$ cat src/rtl/cpu_types_pkg.sv
// Shared types for the coherent memory bus: word and RAM handshake types,
// plus the bus controller state encoding.
package cpu_types_pkg;

  localparam int CPUS   = 2;
  localparam int WORD_W = 32;

  typedef logic [WORD_W-1:0] word_t;

  typedef enum logic [1:0] {
    FREE,
    BUSY,
    ACCESS,
    ERROR
  } ramstate_t;

  typedef enum logic [2:0] {
    IDLE,
    SNOOP,
    FWD,
    DRAM,
    IRAM
  } busstate_t;

endpackage

$ cat src/rtl/rr_arbiter.sv
// Two-way round-robin arbiter with two priority classes: any dcache request
// outranks every icache request; ties inside a class go to the core that was not served last.
module rr_arbiter
  import cpu_types_pkg::*;
(
  input  logic [CPUS-1:0] dreq_i,
  input  logic [CPUS-1:0] ireq_i,
  input  logic            last_grant_i,
  output logic            grant_o,
  output logic            is_d_o,
  output logic            valid_o
);

  logic [CPUS-1:0] cls;

  always_comb begin
    is_d_o  = |dreq_i;
    cls     = is_d_o ? dreq_i : ireq_i;
    valid_o = |cls;
    grant_o = (&cls) ? ~last_grant_i : cls[1];
  end

endmodule

$ cat src/rtl/coherent_bus_ctrl.sv
// Memory-side bus controller for two cores: arbitrates I/D requests onto one RAM port,
// runs the dcache snoop handshake and forwards dirty snooped words cache-to-cache.
module coherent_bus_ctrl
  import cpu_types_pkg::*;
(
  input  logic                CLK,
  input  logic                RST,
  input  logic     [CPUS-1:0] iREN,
  input  word_t    [CPUS-1:0] iaddr,
  output word_t    [CPUS-1:0] iload,
  output logic     [CPUS-1:0] iwait,
  input  logic     [CPUS-1:0] dREN,
  input  logic     [CPUS-1:0] dWEN,
  input  word_t    [CPUS-1:0] daddr,
  input  word_t    [CPUS-1:0] dstore,
  output word_t    [CPUS-1:0] dload,
  output logic     [CPUS-1:0] dwait,
  input  logic     [CPUS-1:0] cctrans,
  input  logic     [CPUS-1:0] ccwrite,
  output logic     [CPUS-1:0] ccwait,
  output logic     [CPUS-1:0] ccinv,
  output word_t    [CPUS-1:0] ccsnoopaddr,
  output logic                ramREN,
  output logic                ramWEN,
  output word_t               ramaddr,
  output word_t               ramstore,
  input  word_t               ramload,
  input  ramstate_t           ramstate
);

  busstate_t state_q, state_d;
  logic      grant_q, grant_d;
  logic      last_grant_q, last_grant_d;
  word_t     addr_q, addr_d;
  word_t     data_q, data_d;
  logic      write_q, write_d;
  logic      inv_q, inv_d;

  logic arb_grant, arb_is_d, arb_valid;
  logic other;
  logic done;

  rr_arbiter u_arb (
    .dreq_i       (dREN | dWEN),
    .ireq_i       (iREN),
    .last_grant_i (last_grant_q),
    .grant_o      (arb_grant),
    .is_d_o       (arb_is_d),
    .valid_o      (arb_valid)
  );

  assign other = ~grant_q;
  assign done  = (ramstate == ACCESS) && (state_q inside {FWD, DRAM, IRAM});

  // The request is captured at arbitration so a requester that drops out
  // mid-transaction cannot disturb the RAM access already under way.
  always_comb begin
    // NOTE: every variable gets a default first so no path leaves it unassigned (no latch).
    state_d      = state_q;
    grant_d      = grant_q;
    last_grant_d = last_grant_q;
    addr_d       = addr_q;
    data_d       = data_q;
    write_d      = write_q;
    inv_d        = inv_q;
    unique case (state_q)
      IDLE: begin
        if (arb_valid) begin
          grant_d = arb_grant;
          if (arb_is_d) begin
            addr_d  = daddr[arb_grant];
            data_d  = dstore[arb_grant];
            write_d = dWEN[arb_grant];
            inv_d   = ccwrite[arb_grant];
            state_d = cctrans[arb_grant] ? SNOOP : DRAM;
          end else begin
            addr_d  = iaddr[arb_grant];
            write_d = 1'b0;
            inv_d   = 1'b0;
            state_d = IRAM;
          end
        end
      end
      SNOOP: begin
        if (ccwrite[other]) begin
          data_d  = dstore[other];
          state_d = FWD;
        end else begin
          state_d = DRAM;
        end
      end
      default: begin
        if (done) begin
          last_grant_d = grant_q;
          state_d      = IDLE;
        end
      end
    endcase
  end

  always_ff @(posedge CLK) begin
    if (RST) begin
      state_q      <= IDLE;
      grant_q      <= 1'b0;
      last_grant_q <= 1'b0;
    end else begin
      state_q      <= state_d;
      grant_q      <= grant_d;
      last_grant_q <= last_grant_d;
    end
  end

  // NOTE: the datapath registers carry no reset; IDLE reloads them before any state reads them.
  always_ff @(posedge CLK) begin
    addr_q  <= addr_d;
    data_q  <= data_d;
    write_q <= write_d;
    inv_q   <= inv_d;
  end

  always_comb begin
    iwait       = '1;
    dwait       = '1;
    iload       = '0;
    dload       = '0;
    ccwait      = '0;
    ccinv       = '0;
    ccsnoopaddr = '0;
    ramREN      = 1'b0;
    ramWEN      = 1'b0;
    ramaddr     = '0;
    ramstore    = '0;
    unique case (state_q)
      SNOOP: begin
        ccwait[other]      = 1'b1;
        ccinv[other]       = inv_q;
        ccsnoopaddr[other] = addr_q;
      end
      FWD: begin
        ccwait[other]      = 1'b1;
        ccsnoopaddr[other] = addr_q;
        ramWEN             = 1'b1;
        ramaddr            = addr_q;
        ramstore           = data_q;
        dload[grant_q]     = data_q;
        dwait[grant_q]     = ~done;
      end
      DRAM: begin
        ramREN         = ~write_q;
        ramWEN         = write_q;
        ramaddr        = addr_q;
        ramstore       = data_q;
        dload[grant_q] = ramload;
        dwait[grant_q] = ~done;
      end
      IRAM: begin
        ramREN         = 1'b1;
        ramaddr        = addr_q;
        iload[grant_q] = ramload;
        iwait[grant_q] = ~done;
      end
      default: ;
    endcase
  end

endmodule

$ cat config.mk
export PLATFORM = sky130hd
export DESIGN_NAME = coherent_bus_ctrl
export DESIGN_NICKNAME = d
export VERILOG_FILES = /design/src/rtl/cpu_types_pkg.sv /design/src/rtl/rr_arbiter.sv /design/src/rtl/coherent_bus_ctrl.sv
export SDC_FILE = /design/constraint.sdc
export NUM_CORES = 1
export LEC_CHECK = 0
export CAP_MARGIN = 5
export CORE_AREA = 2 2 194 196
export DETAILED_ROUTE_END_ITERATION = 10
export DIE_AREA = 0 0 196 198
export SETUP_SLACK_MARGIN = 0.05
export SYNTH_ARGS = -nofsm -noshare
export SYNTH_HDL_FRONTEND = slang
export SYNTH_SLANG_ARGS = --single-unit
$ cat constraint.sdc
create_clock -name CLK -period 7.07 [get_ports CLK]
set_input_delay 1.414 -clock CLK [delete_from_list [all_inputs] [get_ports CLK]]
set_output_delay 1.414 -clock CLK [all_outputs]
set_load 0.1 [all_outputs]
==> flow_summary.ini <==
[yosys]
synthDistinctLibCells = 41
synth-edff-count = 66
synth_seq_cells = 71
syn_avg_cell_area_um2 = 8.33
ys.flop_type = edfxtp_1
ys_warn_count = 0
synth_area_um2 = 5860
synthArstFlopShare_pct = 0
syn_inst = 704
yosysSeqAreaShare_pct = 35.5
synth_fp_nets = 942

[global_routing]
antenna_found_initial = 3
grt_max_degree = 101
overflow = 0
grt_pass1_wl_um = 44300
track_usage_pct = 15.7
grt_pass1_vias = 6535

[routing]
detail-route-antenna-nets = 0
routed_wl_um = 31700
vias = 6762
drtPass1Iterations = 5
viasPerCell = 4.10
wl_per_cell_um = 19.2
drt-initial-drc-count = 318
drc = 0

[timing]
fin_skew_ns = 0.00765
slew_viol_final = 0
tightest_slew_ns = 1.22
period_needed_ns = 5.29
fin_ws_ns = 1.78
rsz0062_at_grt = no
setup_viol = 0
clock.fmax_mhz = 189
relSlewSlack_pct = 18.6
min_period_over_period_pct = 74.8
fin_setup_tns_ns = 0
finalHoldViolCount = 0

[pwr]
ir_worst_vdd_v = 0.000186
power_frac_seq_pct = 16.4
internal_power_uw = 1720
pwr-share-clk_pct = 10.4
power.switching_uw = 2880
power.density_nw_per_um2 = 395
switching_share_pct = 62.7
finalPower_uw = 4600
p_comb_share_pct = 73.2
leakage_uw = 0.00428

[die]
die-area_um2 = 38800
start_util_pct = 15.9
die_y_um = 198
core_um2 = 37000
io_pins = 504
die_w_um = 196
rows = 71

[clock_tree]
post_cts_resized = 0
cts_hold_repair.buffers = 0
max-clock-path-buffers = 2
h-tree-depth = 3
post_cts_buffers = 0
cts_buffers = 9
clkTransAtPathRegs_ns = 0.06
cts_sinks = 71
ctsRootBufferMaster = clkbuf_16
cts_tree = done
clkLatencyLatePin_ns = 0.36

[layout]
seq_area_um2 = 2080
final_nets = 1407
syn2layout_area_growth_pct = 98.5
layout_commonest_cell = clkdlybuf4s50_1
multi_input_area_um2 = 3540
drive_gt1_share_pct = 3.32
mostFrequentLayoutCells = clkdlybuf4s50_1 (503), and2_1 (160), nand3_1 (98), nand2_1 (71), nor2_1 (70)
n_fill_cell = 3903

[setup_path]
end_kind = output pin
path_cells = or3b_1, nor2_2, and2_1, clkdlybuf4s50_1
cp_slowest_cell = clkdlybuf4s50_1
crit_fanout = 33
critPathLaunchType = flip-flop
cpPeakStageDelay_ns = 1.15
crit_type = reg2out
cp.arrival_ns = 3.88
rrSetupSlack_ns = 4.26
crit_required_ns = 5.66

[run_status]
status = completed

[place]
dp_slack_ns = 1.90
io_buffers = 503
place_congestion = 0.863
dp_hpwl_um = 25000

[run]
drv_cap = 0

[worst_hold_path]
hold_path_class = reg2reg
## worst max-delay path: cells and delay by family, from the launching register on
family	cells	cell delay, ns
buffers and inverters	1	1.15
DFF	1	0.62
and+or+nand+nor	3	1.72
## power by group through the flow
stage / Clock [uW] / Combinational [uW] / Sequential (uW)
after floorplan: 0 / 2510 / 700
after global routing: 516 / 3470 / 775
final: 480 / 3360 / 753
after global placement: 0 / 3380 / 761
after CTS: 508 / 3390 / 758
after detailed placement: 0 / 3390 / 765
## cell families after synthesis
logic type                synth area share, %
and+or+nand+nor                          40.6
DFF                                      35.5
muxes                                    12.3
buffers and inverters                    4.95
AOI/OAI and AO/OA                        6.49
xor gates and xnor gates                0.149
## stage by stage
step / hold slack, ns / cell area [um^2] / utilization [%] / instances
floorplan: 0.464 / 5860 / - / 704
global placement: 0.550 / 11300 / 30.7 / 1632
detailed placement: 0.554 / 11300 / 30.7 / 1632
CTS: 0.566 / 11600 / 31.5 / 1648
global route: 0.614 / 11600 / 31.5 / 1649
finish: 0.570 / 11600 / 31.5 / 1650
## metal layers
metal | up-vias | part of all wire [%] | GRT usage [%]
met2 | 225 | 49 | 25.9
met1 | 3218 | 44 | 20.5
met3 | 17 | 5.1 | 3.39
met4 | 0 | 1.4 | 4.83
met5 | - | 0 | 0
li1 | 3302 | - | -
## registers in the layout, indices dropped and copies added (netlist names)
signal        flops
addr_q           32
data_q           32
state_q           3
grant_q           1
inv_q             1
last_grant_q      1
write_q           1
## path summary, 6_finish.rpt
check / start / end / cells past startpoint
worst max register to register: state_q[0] / data_q[12] / 6
worst max-delay path: state_q[2] / iload[13] / 4
worst min-delay path: last_grant_q / last_grant_q / 2
worst min register to register: last_grant_q / last_grant_q / 2
## synth_stat cells, types with 2 or more instances
cell type  number  area share (%)
mux2_1         32             6.1
buf_1           6            0.38
nor3_2          2            0.34
and2_1        160              17
nor2_2          2            0.21
a21o_1         33             4.2
and3_1          2            0.21
nor2_1         70             4.5
dfxtp_1         5             1.7
buf_2          28             2.4
nand2b_1        4            0.43
o21ai_0         4            0.34
mux2i_1        34             5.8
buf_6           3            0.58
nand2_1        71             4.5
edfxtp_1       66              34
clkbuf_1       23             1.5
o21ai_1         2            0.17
nor2b_1        33             3.5
a21oi_1         5            0.43
inv_1           2            0.13
nand3_1        98             8.4
## layout make-up
class | instances | share of cell area (%)
repair buffers | 514 | 44.0
multi-input cells | 571 | 30.4
flip-flops and latches | 71 | 17.9
well taps | 474 | 5.10
clock buffers | 12 | 2.12
clock inverters | 4 | 0.387
inverters | 2 | 0.0645
diodes | 2 | 0.0430
No activity file was read; power rests on OpenSTA's default activity.
==> variant (same settings) <==
Set the package constant `WORD_W` to 16 (it was 32).
--- a/src/rtl/cpu_types_pkg.sv
+++ b/src/rtl/cpu_types_pkg.sv
@@ -5,3 +5,3 @@
   localparam int CPUS   = 2;
-  localparam int WORD_W = 32;
+  localparam int WORD_W = 16;
 
Ports: changed (9 resized); port bits go from 504 to 264. The function was not compared with the original's and may differ.
==> variant against the unedited design <==
Clock power shrank 45%; synthesized area fell by 46%; first-iteration DRC count down 33%; final area is 44% lower; setup slack gained 0.14 ns; total power fell by 47%; sequential cell count shrank 32; synthesized cell count down 45%; routed wire length is 46% lower; non-clock buffer count decreased by 244; via count decreased by 46%; count of clock-buffer cells in the layout shrank 7; sequential power decreased by 46%.
==> variant: results (changes against the unedited design) <==
| Metric | Value |
|---|---|
| Status | finished clean (unchanged) |
| Initial drt markers | 214 (was 318) |
| Sw power | 1490 uW (was 2880 uW) |
| Highest routed layer | met5 (was met4) |
| XOR/XNOR Fraction of Synth Area | 0.275% (was 0.149%) |
| Highest Clock Rate | 0.194 GHz (was 0.189 GHz) |
| Number of global-route vias before repair | 3272 (was 6535) |
| Vias/cell | 3.31 (was 4.10) |
| Share of cells above drive strength 1 | 4.57% (was 3.32%) |
| Power Sequential | 409 uW (was 753 uW) |
| Cell leakage power | 0.00231 uW (was 0.00428 uW) |
| Top flop regs | addr_q (16), data_q (16), state_q (3) (was addr_q (32), data_q (32), state_q (3)) |
| Worst hold slack | 0.588 ns (was 0.570 ns) |
| Mean area per synthesized cell | 8.28 um^2 (was 8.33 um^2) |
| M1 GR Usage | 10.9% (was 20.5%) |
| Port Buffers | 263 (was 503) |
| Routed met1 length | 7430 um (was 14000 um) |
| Placer Congestion | 0.903 (was 0.863) |
| Largest net degree at the start of global routing | 54 (was 101) |
| Max incr delay on CP | 1.01 ns (was 1.15 ns) |
| CTS buffer count | 5 (was 9) |
| Clock Skew | 0.00703 ns (was 0.00765 ns) |
| Distinct cells, synth | 37 (was 41) |
| Worst slack, placed | 1.85 ns (was 1.90 ns) |
| Htree depth | 2 (was 3) |
| Hpwl dp | 14300 um (was 25000 um) |
| Initial Util | 8.63% (was 15.9%) |
| Antenna violations before repair | 2 (was 3) |
| DRT Pass-1 Iters | 4 (was 5) |
| Crit Path Max Fanout | 5 (was 33) |
| Seq/Total Area, Yosys | 35.2% (was 35.5%) |
==> variant: worst paths after layout <==
kind	endpoint	startpoint	depth (start not counted)
max	dwait[0]	ramstate[0]	5
min	last_grant_q$_SDFFE_PP0P_	last_grant_q$_SDFFE_PP0P_	2
max reg2reg	data_q[12]$_DFFE_PP_	state_q[0]$_SDFFE_PP0P_	5
min reg2reg	last_grant_q$_SDFFE_PP0P_	last_grant_q$_SDFFE_PP0P_	2
==> variant: layout make-up <==
| cell class | instances | area, um^2 |
|---|---|---|
| Antenna cell | 1 | 2.50 |
| Clock buffer | 5 | 125 |
| Clock inverter | 3 | 43.8 |
| Fill cell | 4132 | 30400 |
| Inverter | 2 | 7.51 |
| Multi-Input combinational cell | 315 | 1960 |
| Sequential cell | 39 | 1120 |
| Tap cell | 474 | 593 |
| Timing Repair Buffer | 270 | 2690 |
